==> src/rtl/pipe_pkg.sv <==
// -----------------------------------------------------------------------------
// Module  : pipe_pkg
// Brief   : Shared types and helpers for the generic pipeline stage buffer.
// Revision: 1.0 - initial release
// -----------------------------------------------------------------------------
`default_nettype none

package pipe_pkg;

  localparam int TNEW_W_DEFAULT = 2;
  // Tnew is carried padded to this width so one helper serves every TNEW_W.
  localparam int TNEW_W_MAX     = 8;

  typedef logic [TNEW_W_MAX-1:0] tnew_t;

  typedef struct packed {
    logic  valid;
    logic  bubble;
    tnew_t tnew;
  } slot_meta_t;

  function automatic tnew_t sat_dec(input tnew_t v);
    return (v == '0) ? '0 : v - tnew_t'(1);
  endfunction

endpackage

`default_nettype wire

==> src/rtl/pipe_slot.sv <==
// -----------------------------------------------------------------------------
// Module  : pipe_slot
// Brief   : One stage-buffer slot: {valid, bubble, tnew, data} with clear/load/age.
// Revision: 1.0 - initial release
// -----------------------------------------------------------------------------
`default_nettype none

module pipe_slot
  import pipe_pkg::*;
#(
  parameter int DATA_W = 160,
  parameter int TNEW_W = TNEW_W_DEFAULT
) (
  input  logic              clk,
  input  logic              reset,
  input  logic              clear_i,
  input  logic              load_i,
  input  logic              age_i,
  input  logic              ld_bubble_i,
  input  logic [TNEW_W-1:0] ld_tnew_i,
  input  logic [DATA_W-1:0] ld_data_i,
  output logic              valid_o,
  output logic              bubble_o,
  output logic [TNEW_W-1:0] tnew_o,
  output logic [DATA_W-1:0] data_o
);

  slot_meta_t        meta_q, meta_d;
  logic [DATA_W-1:0] data_q, data_d;

  // Valid only changes through clear or load, so an invalid slot stays all-zero.
  always_comb begin
    meta_d = meta_q;
    data_d = data_q;
    if (clear_i) begin
      meta_d = '0;
      data_d = '0;
    end else if (load_i) begin
      meta_d.valid  = 1'b1;
      meta_d.bubble = ld_bubble_i;
      meta_d.tnew   = tnew_t'(ld_tnew_i);
      data_d        = ld_data_i;
    end else if (age_i && meta_q.valid) begin
      meta_d.tnew = sat_dec(meta_q.tnew);
    end
  end

  always_ff @(posedge clk) begin
    if (reset) begin
      meta_q <= '0;
      data_q <= '0;
    end else begin
      meta_q <= meta_d;
      data_q <= data_d;
    end
  end

  assign valid_o  = meta_q.valid;
  assign bubble_o = meta_q.bubble;
  assign tnew_o   = TNEW_W'(meta_q.tnew);
  assign data_o   = data_q;

endmodule

`default_nettype wire

==> src/rtl/pipe_stage_buf.sv <==
// -----------------------------------------------------------------------------
// Module  : pipe_stage_buf
// Brief   : Generic pipeline stage register with bubble keep-mask, Tnew countdown
//           and a one-entry skid buffer. Optional: PIPE_STAGE_BUF_TNEW_AGE_EN.
// Revision: 1.0 - initial release
// -----------------------------------------------------------------------------
`default_nettype none

module pipe_stage_buf
  import pipe_pkg::*;
#(
  parameter int              DATA_W    = 160,
  parameter logic [DATA_W-1:0] KEEP_MASK = {DATA_W{1'b0}},
  parameter int              TNEW_W    = TNEW_W_DEFAULT
) (
  input  logic              clk,
  input  logic              reset,
  input  logic              flush_all,
  input  logic              bubble,
  input  logic              in_valid,
  output logic              in_ready,
  input  logic [DATA_W-1:0] in_data,
  input  logic [TNEW_W-1:0] in_tnew,
  output logic              out_valid,
  input  logic              out_ready,
  output logic [DATA_W-1:0] out_data,
  output logic [TNEW_W-1:0] out_tnew,
  output logic              out_bubble
);

  localparam logic [1:0] ST_EMPTY = 2'b00;
  localparam logic [1:0] ST_ONE   = 2'b01;
  localparam logic [1:0] ST_FULL  = 2'b11;

`ifdef PIPE_STAGE_BUF_TNEW_AGE_EN
  localparam logic AGE_EN = 1'b1;
`else
  localparam logic AGE_EN = 1'b0;
`endif

  logic              in_ready_q, in_ready_d;
  logic              main_v, main_b, skid_v, skid_b;
  logic [TNEW_W-1:0] main_t, skid_t;
  logic [DATA_W-1:0] main_dat, skid_dat;
  logic [1:0]        state;
  logic              accept, drain;
  logic              main_load, main_from_skid, main_clear, skid_load, skid_clear;
  logic              skid_valid_d;

  logic              new_bubble;
  logic [TNEW_W-1:0] new_tnew;
  logic [DATA_W-1:0] new_data;

  logic              main_ld_b;
  logic [TNEW_W-1:0] main_ld_t;
  logic [DATA_W-1:0] main_ld_d;

  assign state  = {skid_v, main_v};
  assign accept = in_valid & in_ready_q;
  assign drain  = main_v & out_ready;

  // A bubble keeps only the masked fields and never carries a pending result.
  assign new_bubble = bubble;
  assign new_tnew   = bubble ? '0 : TNEW_W'(sat_dec(tnew_t'(in_tnew)));
  assign new_data   = bubble ? (in_data & KEEP_MASK) : in_data;

  always_comb begin
    main_load      = 1'b0;
    main_from_skid = 1'b0;
    main_clear     = 1'b0;
    skid_load      = 1'b0;
    skid_clear     = 1'b0;
    if (flush_all) begin
      main_clear = 1'b1;
      skid_clear = 1'b1;
    end else begin
      case (state)
        ST_EMPTY: begin
          if (accept) main_load = 1'b1;
        end
        ST_ONE: begin
          if (accept && drain)  main_load  = 1'b1;
          else if (accept)      skid_load  = 1'b1;
          else if (drain)       main_clear = 1'b1;
        end
        ST_FULL: begin
          if (drain) begin
            main_load      = 1'b1;
            main_from_skid = 1'b1;
            skid_clear     = 1'b1;
          end
        end
        default: begin
          // SKID without MAIN is unreachable; fall back to empty.
          main_clear = 1'b1;
          skid_clear = 1'b1;
        end
      endcase
    end
  end

  assign main_ld_b = main_from_skid ? skid_b   : new_bubble;
  assign main_ld_t = main_from_skid ? skid_t   : new_tnew;
  assign main_ld_d = main_from_skid ? skid_dat : new_data;

  assign skid_valid_d = !flush_all && (skid_load || (skid_v && !skid_clear));
  assign in_ready_d   = !skid_valid_d;

  always_ff @(posedge clk) begin
    if (reset) in_ready_q <= 1'b1;
    else       in_ready_q <= in_ready_d;
  end

  pipe_slot #(
    .DATA_W (DATA_W),
    .TNEW_W (TNEW_W)
  ) u_main (
    .clk         (clk),
    .reset       (reset),
    .clear_i     (main_clear),
    .load_i      (main_load),
    .age_i       (AGE_EN & ~main_load & ~main_clear),
    .ld_bubble_i (main_ld_b),
    .ld_tnew_i   (main_ld_t),
    .ld_data_i   (main_ld_d),
    .valid_o     (main_v),
    .bubble_o    (main_b),
    .tnew_o      (main_t),
    .data_o      (main_dat)
  );

  pipe_slot #(
    .DATA_W (DATA_W),
    .TNEW_W (TNEW_W)
  ) u_skid (
    .clk         (clk),
    .reset       (reset),
    .clear_i     (skid_clear),
    .load_i      (skid_load),
    .age_i       (AGE_EN & ~skid_load & ~skid_clear),
    .ld_bubble_i (new_bubble),
    .ld_tnew_i   (new_tnew),
    .ld_data_i   (new_data),
    .valid_o     (skid_v),
    .bubble_o    (skid_b),
    .tnew_o      (skid_t),
    .data_o      (skid_dat)
  );

  assign in_ready   = in_ready_q;
  assign out_valid  = main_v;
  assign out_data   = main_dat;
  assign out_tnew   = main_t;
  assign out_bubble = main_b;

endmodule

`default_nettype wire

==> config.mk <==
export PLATFORM = sky130hd
export DESIGN_NAME = pipe_stage_buf
export DESIGN_NICKNAME = d
export VERILOG_FILES = /design/src/rtl/pipe_pkg.sv /design/src/rtl/pipe_slot.sv /design/src/rtl/pipe_stage_buf.sv
export SDC_FILE = /design/constraint.sdc
export NUM_CORES = 1
export LEC_CHECK = 0
export ABC_CLOCK_PERIOD_IN_PS = 2000
export CAP_MARGIN = 20
export CORE_MARGIN = 2
export CORE_UTILIZATION = 46
export DETAILED_ROUTE_END_ITERATION = 10
export PLACE_DENSITY = 0.85
export RECOVER_POWER = 50
export SETUP_SLACK_MARGIN = 0.5
export SKIP_CTS_REPAIR_TIMING = 1
export SLEW_MARGIN = 30
export SYNTH_ARGS = -nofsm -noshare
export SYNTH_HDL_FRONTEND = slang
export SYNTH_SLANG_ARGS = --single-unit
==> constraint.sdc <==
create_clock -name clk -period 2 [get_ports clk]
set_clock_uncertainty 0.2 [all_clocks]
set_input_delay 0.3 -clock clk [delete_from_list [all_inputs] [get_ports clk]]
set_output_delay 0.3 -clock clk [all_outputs]
set_load 0.1 [all_outputs]
==> reports/metrics.cfg, run 1 <==
[drt]
drt_iter0_markers = 1482
drcViolationCount = 1
viasPerCell = 6.271
ant_nets = 0
firstDrtPassIters = 9
finalWirelength_mm = 60.81
num_vias = 15900
wl_per_cell_microns = 23.99

[clocking]
clock_path_buffers = 3
cts_tree = done
htreeDepth = 2
clk_pin_slew_ns = 0.06
cts_inserted_buffers = 36
cts_sinks = 329
cts-root-buf = clkbuf_16
clock_latency_ns = 0.51

[timing]
worstMarginPinSlew_ns = 0.6310
max_freq_mhz = 445.6
min_period_ns = 2.244
final.setup.worst_slack_ns = -0.2441
final-max-slew-violation-count = 0
timing.final.crit_share_pct = 112.2
setup_viol = 326
fin_setup_tns_ns = -31.88
hold_viol = 0
rsz0062_at_grt = true
holdWs_ns = 0.1734
relSlewSlack_pct = 58.11

[synth]
synth_ff_type = dfxtp_1
ys_types = 31
ys_seq_area_share_pct = 43.00
async_reset_ff_share_pct = 0
ys_ff_latch = 329
synthCells = 1695
synth_edf_count = 0
synth_compound_area_share_pct = 27.15
synth_adder_area_share_pct = 0.4085
synth_top_family_by_area = compound AO/OA/AOI/OAI gates
yosysWarnings = 0
yosys.area_share.simple_pct = 23.42
synth_nets = 1868
muxShareOfSynthArea_pct = 0.06535
syn_area_sq_um = 15320
synthXorXnorAreaFrac_pct = 0
syn_area_per_cell_sq_um = 9.036

[setup_path]
required_ns = 2.23
worstPathArrival_ns = 2.47
cp-start-kind = flop
path_class = flop to flop
path_max_fanout = 7
endpoint_kind = flop

[placement]
portBuffers = 332
dp.cells = 2396
gp_congestion = 0.8524
place_area_sq_um = 20180
dp_hpwl_mm = 32.05
pre_cts_ws_ns = -0.4700

[layout]
nFillCells = 2177
final_cells = 2535
final_cell_mix = a21oi_1 (408), dfxtp_1 (284), clkdlybuf4s50_1 (166)
drive_gt1_share_pct = 38.61
final_area_sq_um = 22770
final_common_cell = a21oi_1
area_growth_pct = 48.70
fin_nets = 2237

[global_route]
grt_pass1_wl_mm = 78.27
grt_pass1_vias = 14680
antenna_found_initial = 3
grt_remaining_overflow = 0
grt_usage_pct = 26.84
grt_start_max_net_pins = 66

[floorplanning]
fp-row-count = 66
die_w_microns = 186.5
die_height_microns = 186.5
io_pins = 333
core_area_sq_um = 32700
start_util_pct = 46.84
die_area_sq_um = 34770

[min_path]
hold_path.class = input port to flop

[run]
cap_violations = 0

[status]
violations = design-rule violations, negative setup slack
status = finished with violations

[power]
cellPowerDensity_nw_per_um2 = 723.9
p_leak_nw = 7.716
ir_worst_vdd_mv = 0.5365

==> worst paths after layout <==
kind	slack, ns	startpoint	depth (start not counted)	endpoint
worst min register to register	0.26	u_skid.data_o[8]	2	u_skid.data_o[8]
worst max register to register	-0.24	u_main.valid_o	9	u_skid.data_o[158]
worst min-delay path	0.17	bubble	3	u_skid.data_o[27]
worst max-delay path	-0.24	u_main.valid_o	9	u_skid.data_o[158]
==> Yosys cell counts (3+ instances only) <==
| master | instances | share of area [%] |
|---|---|---|
| dfxtp_1 | 329 | 43 |
| nor3b_1 | 71 | 3.5 |
| ha_1 | 5 | 0.41 |
| a211oi_1 | 73 | 3.6 |
| buf_2 | 66 | 2.2 |
| a211oi_2 | 90 | 7.4 |
| nand2_1 | 167 | 4.1 |
| nand3_1 | 3 | 0.098 |
| a21oi_1 | 490 | 16 |
| nor3b_2 | 90 | 7.4 |
| buf_6 | 10 | 0.74 |
| clkbuf_1 | 116 | 2.8 |
| nand3b_1 | 160 | 7.8 |
| buf_1 | 5 | 0.12 |
| nor2_1 | 3 | 0.074 |
==> sequential cells by signal (all words and copies together) (netlist names) <==
name	cells
u_skid.valid_o	1
in_ready	1
u_skid.data_o	160
u_main.data_o	160
u_skid.tnew_o	2
u_main.bubble_o	1
u_skid.bubble_o	1
u_main.tnew_o	2
u_main.valid_o	1
==> per-stage QoR <==
step	power, W	utilization [%]
2_1_floorplan	0.008794	-
3_3_place_gp	0.009784	61.70
3_5_place_dp	0.009848	61.70
4_1_cts	0.01626	65.17
5_1_grt	0.01688	69.64
6_report	0.01649	69.64
==> cell families (layout without fill, tap and decap cells) <==
| group | Yosys count | after routing |
|---|---|---|
| buf+inv | 200 | 595 |
| simple gates | 503 | 503 |
| other cells | 0 | 3 |
| flops | 329 | 329 |
| fa+ha+maj | 5 | 5 |
| compound gates | 657 | 657 |
| mux | 1 | 1 |
==> critical path: stages, from the launching register on <==
cell       delay, ns
dfxtp_4         0.42
ha_4            0.18
nand3_4         0.08
buf_6           0.13
nor3b_4         0.31
buf_6           0.17
clkbuf_16       0.17
buf_6           0.14
nand3b_1        0.14
a21oi_1         0.21
==> where the power goes <==
group | leakage [nW] | switching, W | internal, W
sequential | 2.69 | 0.0000894 | 0.00664
combinational | 4.47 | 0.00203 | 0.00119
clock | 0.551 | 0.00277 | 0.00377
==> final cells by class <==
| class | instances | area (sq um) | share of cell area (%) |
|---|---|---|---|
| inverter | 2 | 12.51 | 0.05494 |
| clock inverter | 9 | 78.83 | 0.3461 |
| tap | 442 | 553.0 | 2.428 |
| timing repair buffer | 529 | 5764 | 25.31 |
| sequential | 329 | 6738 | 29.58 |
| multi-input combinational | 1166 | 8567 | 37.62 |
| antenna | 3 | 7.507 | 0.03296 |
| clock buffer | 55 | 1054 | 4.626 |
==> metal layers <==
metal / share of wire, % / wire length [microns] / vias up / global-route usage (%)
met3: 8.5 / 5162 / 293 / 5.567
met5: 0 / 0 / - / 0
met2: 49 / 29690 / 1071 / 45.08
met1: 37 / 22430 / 7627 / 33.36
li1: - / - / 6905 / -
met4: 5.8 / 3534 / 0 / 11.72
(Power assumes the default switching activity.)
==> run 2: changes to the inputs <==
SLEW_MARGIN = 20   (was 30)
==> results of run 2 <==
Final layout, timing and power as in run 1 (identical DEF).
==> RTL change: new RTL, flow settings as in run 1 <==
Make the reset (`reset`) asynchronous in 2 clocked blocks.
--- a/src/rtl/pipe_slot.sv
+++ b/src/rtl/pipe_slot.sv
@@ -45,7 +45,7 @@
     end
   end
 
-  always_ff @(posedge clk) begin
+  always_ff @(posedge clk or posedge reset) begin
     if (reset) begin
       meta_q <= '0;
       data_q <= '0;
--- a/src/rtl/pipe_stage_buf.sv
+++ b/src/rtl/pipe_stage_buf.sv
@@ -106,7 +106,7 @@
   assign skid_valid_d = !flush_all && (skid_load || (skid_v && !skid_clear));
   assign in_ready_d   = !skid_valid_d;
 
-  always_ff @(posedge clk) begin
+  always_ff @(posedge clk or posedge reset) begin
     if (reset) in_ready_q <= 1'b1;
     else       in_ready_q <= in_ready_d;
   end
Check against the original RTL: differs if reset is asserted again (counterexample within 4 cycles, from zero or initial values and one cycle with reset high); with reset held inactive, the same outputs for 4 cycles.
==> RTL change against run 1 <==
  * The flow finishes with violations (max-capacitance violations, max-slew violations, negative setup slack)
  * First-iteration DRC count increased by 6.3%
  * Routed wire length is 14% lower
  * Final area about the same
  * Synthesized cell count decreased by 32%
  * Setup slack better by 0.0096 ns
  * Area after synthesis down 7.5%
  * Critical path depth increased by 1
  * Critical path type unchanged
  * Sequential cell count did not move
  * Count of clock-buffer cells in the layout fell by 5
Power is not compared: it rests on default switching activity, and its combinational part moved more than twofold at a synthesized area within 25%.
==> RTL change: results (changes against run 1) <==
Outcome = finished, violations left (unchanged)
Violated checks = max-capacitance violations, max-slew violations, negative setup slack (was design-rule violations, negative setup slack)
Fill cell total of the finished layout = 1754 (was 2177)
EDFF count, synth = 0 (unchanged)
Met3 Wirelength = 4350 um (was 5160 um)
Met1 GRT Util = 36.6% (was 33.4%)
Drt first pass iters = 5 (was 9)
Number of port buffers = 332 (unchanged)
Max Cap Viol = 1 (was 0)
Worst setup margin = -0.235 ns (was -0.244 ns)
Max clock buf depth = 3 (unchanged)
Initial antenna violation count = 2 (was 3)
Yosys cell types = 34 (was 31)
VDD IR max = 1.08 mV
Slew @ Worst Pin = 1.51 ns (was 0.631 ns)
GP Congestion = 0.836 (was 0.852)
Nets = 1692 (was 2237)
Worst skew pair latency = 0.50 ns
Syn nets = 1325 (was 1868)
Worst path max stage delay = 0.43 ns
Slowest library cell on the worst path = dfrtp_2 (was dfxtp_4)
Via-to-Cell Ratio = 6.69 (was 6.27)
GR Util met3 = 5.19% (was 5.57%)
# setup viols final = 325 (was 326)
CTS buffer count = 35 (was 36)
Ranking of synthesized cells by area = dfrtp_1 58%, a32o_1 11%, o2bb2ai_1 10% (was dfxtp_1 43%, a21oi_1 16%, nand3b_1 7.8%)
Highest metal used = met4 (unchanged)
Global router's overall resource usage = 27.5% (was 26.8%)
Synthesis warning total = 0 (unchanged)
Commonest cells post-synth = 328 x dfrtp_1, 164 x o2bb2ai_1, 161 x a21oi_1, 161 x nor3b_1, 160 x a32o_1 (was 490 x a21oi_1, 329 x dfxtp_1, 167 x nand2_1)
Vias in the first global route = 12882 (was 14679)
Async SR Flop Fraction = 100% (was 0%)
Wirelength per Cell = 27.0 um (was 24.0 um)
Seq/Total Area, Yosys = 58.1% (was 43.0%)
Worst EP arrival = 2.41 ns (was 2.47 ns)
Largest net degree at the start of global routing = 161 (was 66)
Slew Viols, Final = 20 (was 0)
Routed met2 length = 26200 um (was 29700 um)
HPWL after DPL = 29300 um (was 32100 um)
CP Max Fanout = 12 (was 7)
Global-route wire length before repair = 72800 um (was 78300 um)
Iteration-0 DRC Markers = 1576 (was 1482)
Wl on met1 = 19700 um (was 22400 um)
Layout cells sized above 1 = 31.1% (was 38.6%)
M2 GR Usage = 45.3% (was 45.1%)
RTL change: changes by cell type in the layout (fill, tap and decap cells not counted), moves of 82 or more:
cell,run 1,this run
a32o_1,0,157
nor3b_2,92,0
nor3b_1,68,161
buf_12,62,193
o2bb2ai_2,0,91
a21oi_2,82,0
nand3b_1,160,2
dfrtp_1,0,327
buf_4,155,69
a21oi_1,408,161
nand2_1,162,2
dfxtp_1,284,0
a211oi_2,151,0
RTL change: power breakdown:
group,internal [W],total (W),switching [W]
clock network,0.00382,0.00648,0.00265
logic,0.00488,0.0125,0.00764
registers,0.00743,0.00836,0.000929
total,0.0161,0.0274,0.0112
RTL change: through the flow:
| step | cell area, sq um | worst slack (ns) | std cells | setup TNS (ns) | hold WS (ns) |
|---|---|---|---|---|---|
| 2_1_floorplan | 14200 | -2.89 | 1152 | -1204.79 | 0.256 |
| 3_3_place_gp | 20200 | -0.243 | 1840 | -67.15 | 0.273 |
| 3_5_place_dp | 20200 | -0.313 | 1840 | -74.48 | 0.276 |
| 4_1_cts | 21300 | -0.318 | 1899 | -57.29 | 0.0106 |
| 5_1_grt | 22800 | -0.323 | 1939 | -94.50 | 0.133 |
| 6_report | 22800 | -0.235 | 1939 | -54.24 | 0.105 |
RTL change: worst paths after layout:
kind	end	slack, ns	cells after the start	start
worst max-delay path	u_skid.data_o[153]	-0.23	10	u_main.valid_o
worst min-delay path	u_main.data_o[52]	0.11	4	bubble
worst max register to register	u_skid.data_o[153]	-0.23	10	u_main.valid_o
worst min register to register	u_main.data_o[14]	0.29	1	u_main.data_o[14]
max in group asynchronous	u_skid.data_o[53]	0	4	reset
min in group asynchronous	u_main.data_o[92]	0.30	3	reset
RTL change: critical path, delay by kind of cell (launching register included):
| family | cells | cell delay (ns) |
|---|---|---|
| buf+inv | 5 | 0.73 |
| fa+ha+maj | 1 | 0.17 |
| flops | 1 | 0.43 |
| simple gates | 3 | 0.36 |
| compound gates | 1 | 0.21 |
RTL change: kinds of logic (layout without fill, tap and decap cells):
| logic type | after synthesis | in the layout | synth area share, % |
|---|---|---|---|
| mux | 2 | 2 | 0.141 |
| simple gates | 180 | 180 | 9.45 |
| fa+ha+maj | 5 | 5 | 0.442 |
| buf+inv | 144 | 533 | 4.34 |
| compound gates | 492 | 492 | 27.5 |
| other cells | 0 | 2 | 0 |
| flops | 329 | 329 | 58.1 |
RTL change: cell type report:
type                       count  share of cell area (%)
antenna                        2                  0.0220
clock buffer                  50                    4.68
clock inverter                 9                   0.324
inverter                       4                  0.0935
multi-input combinational    679                    26.8
sequential                   329                    36.2
tap                          396                    2.18
timing repair buffer         470                    29.7
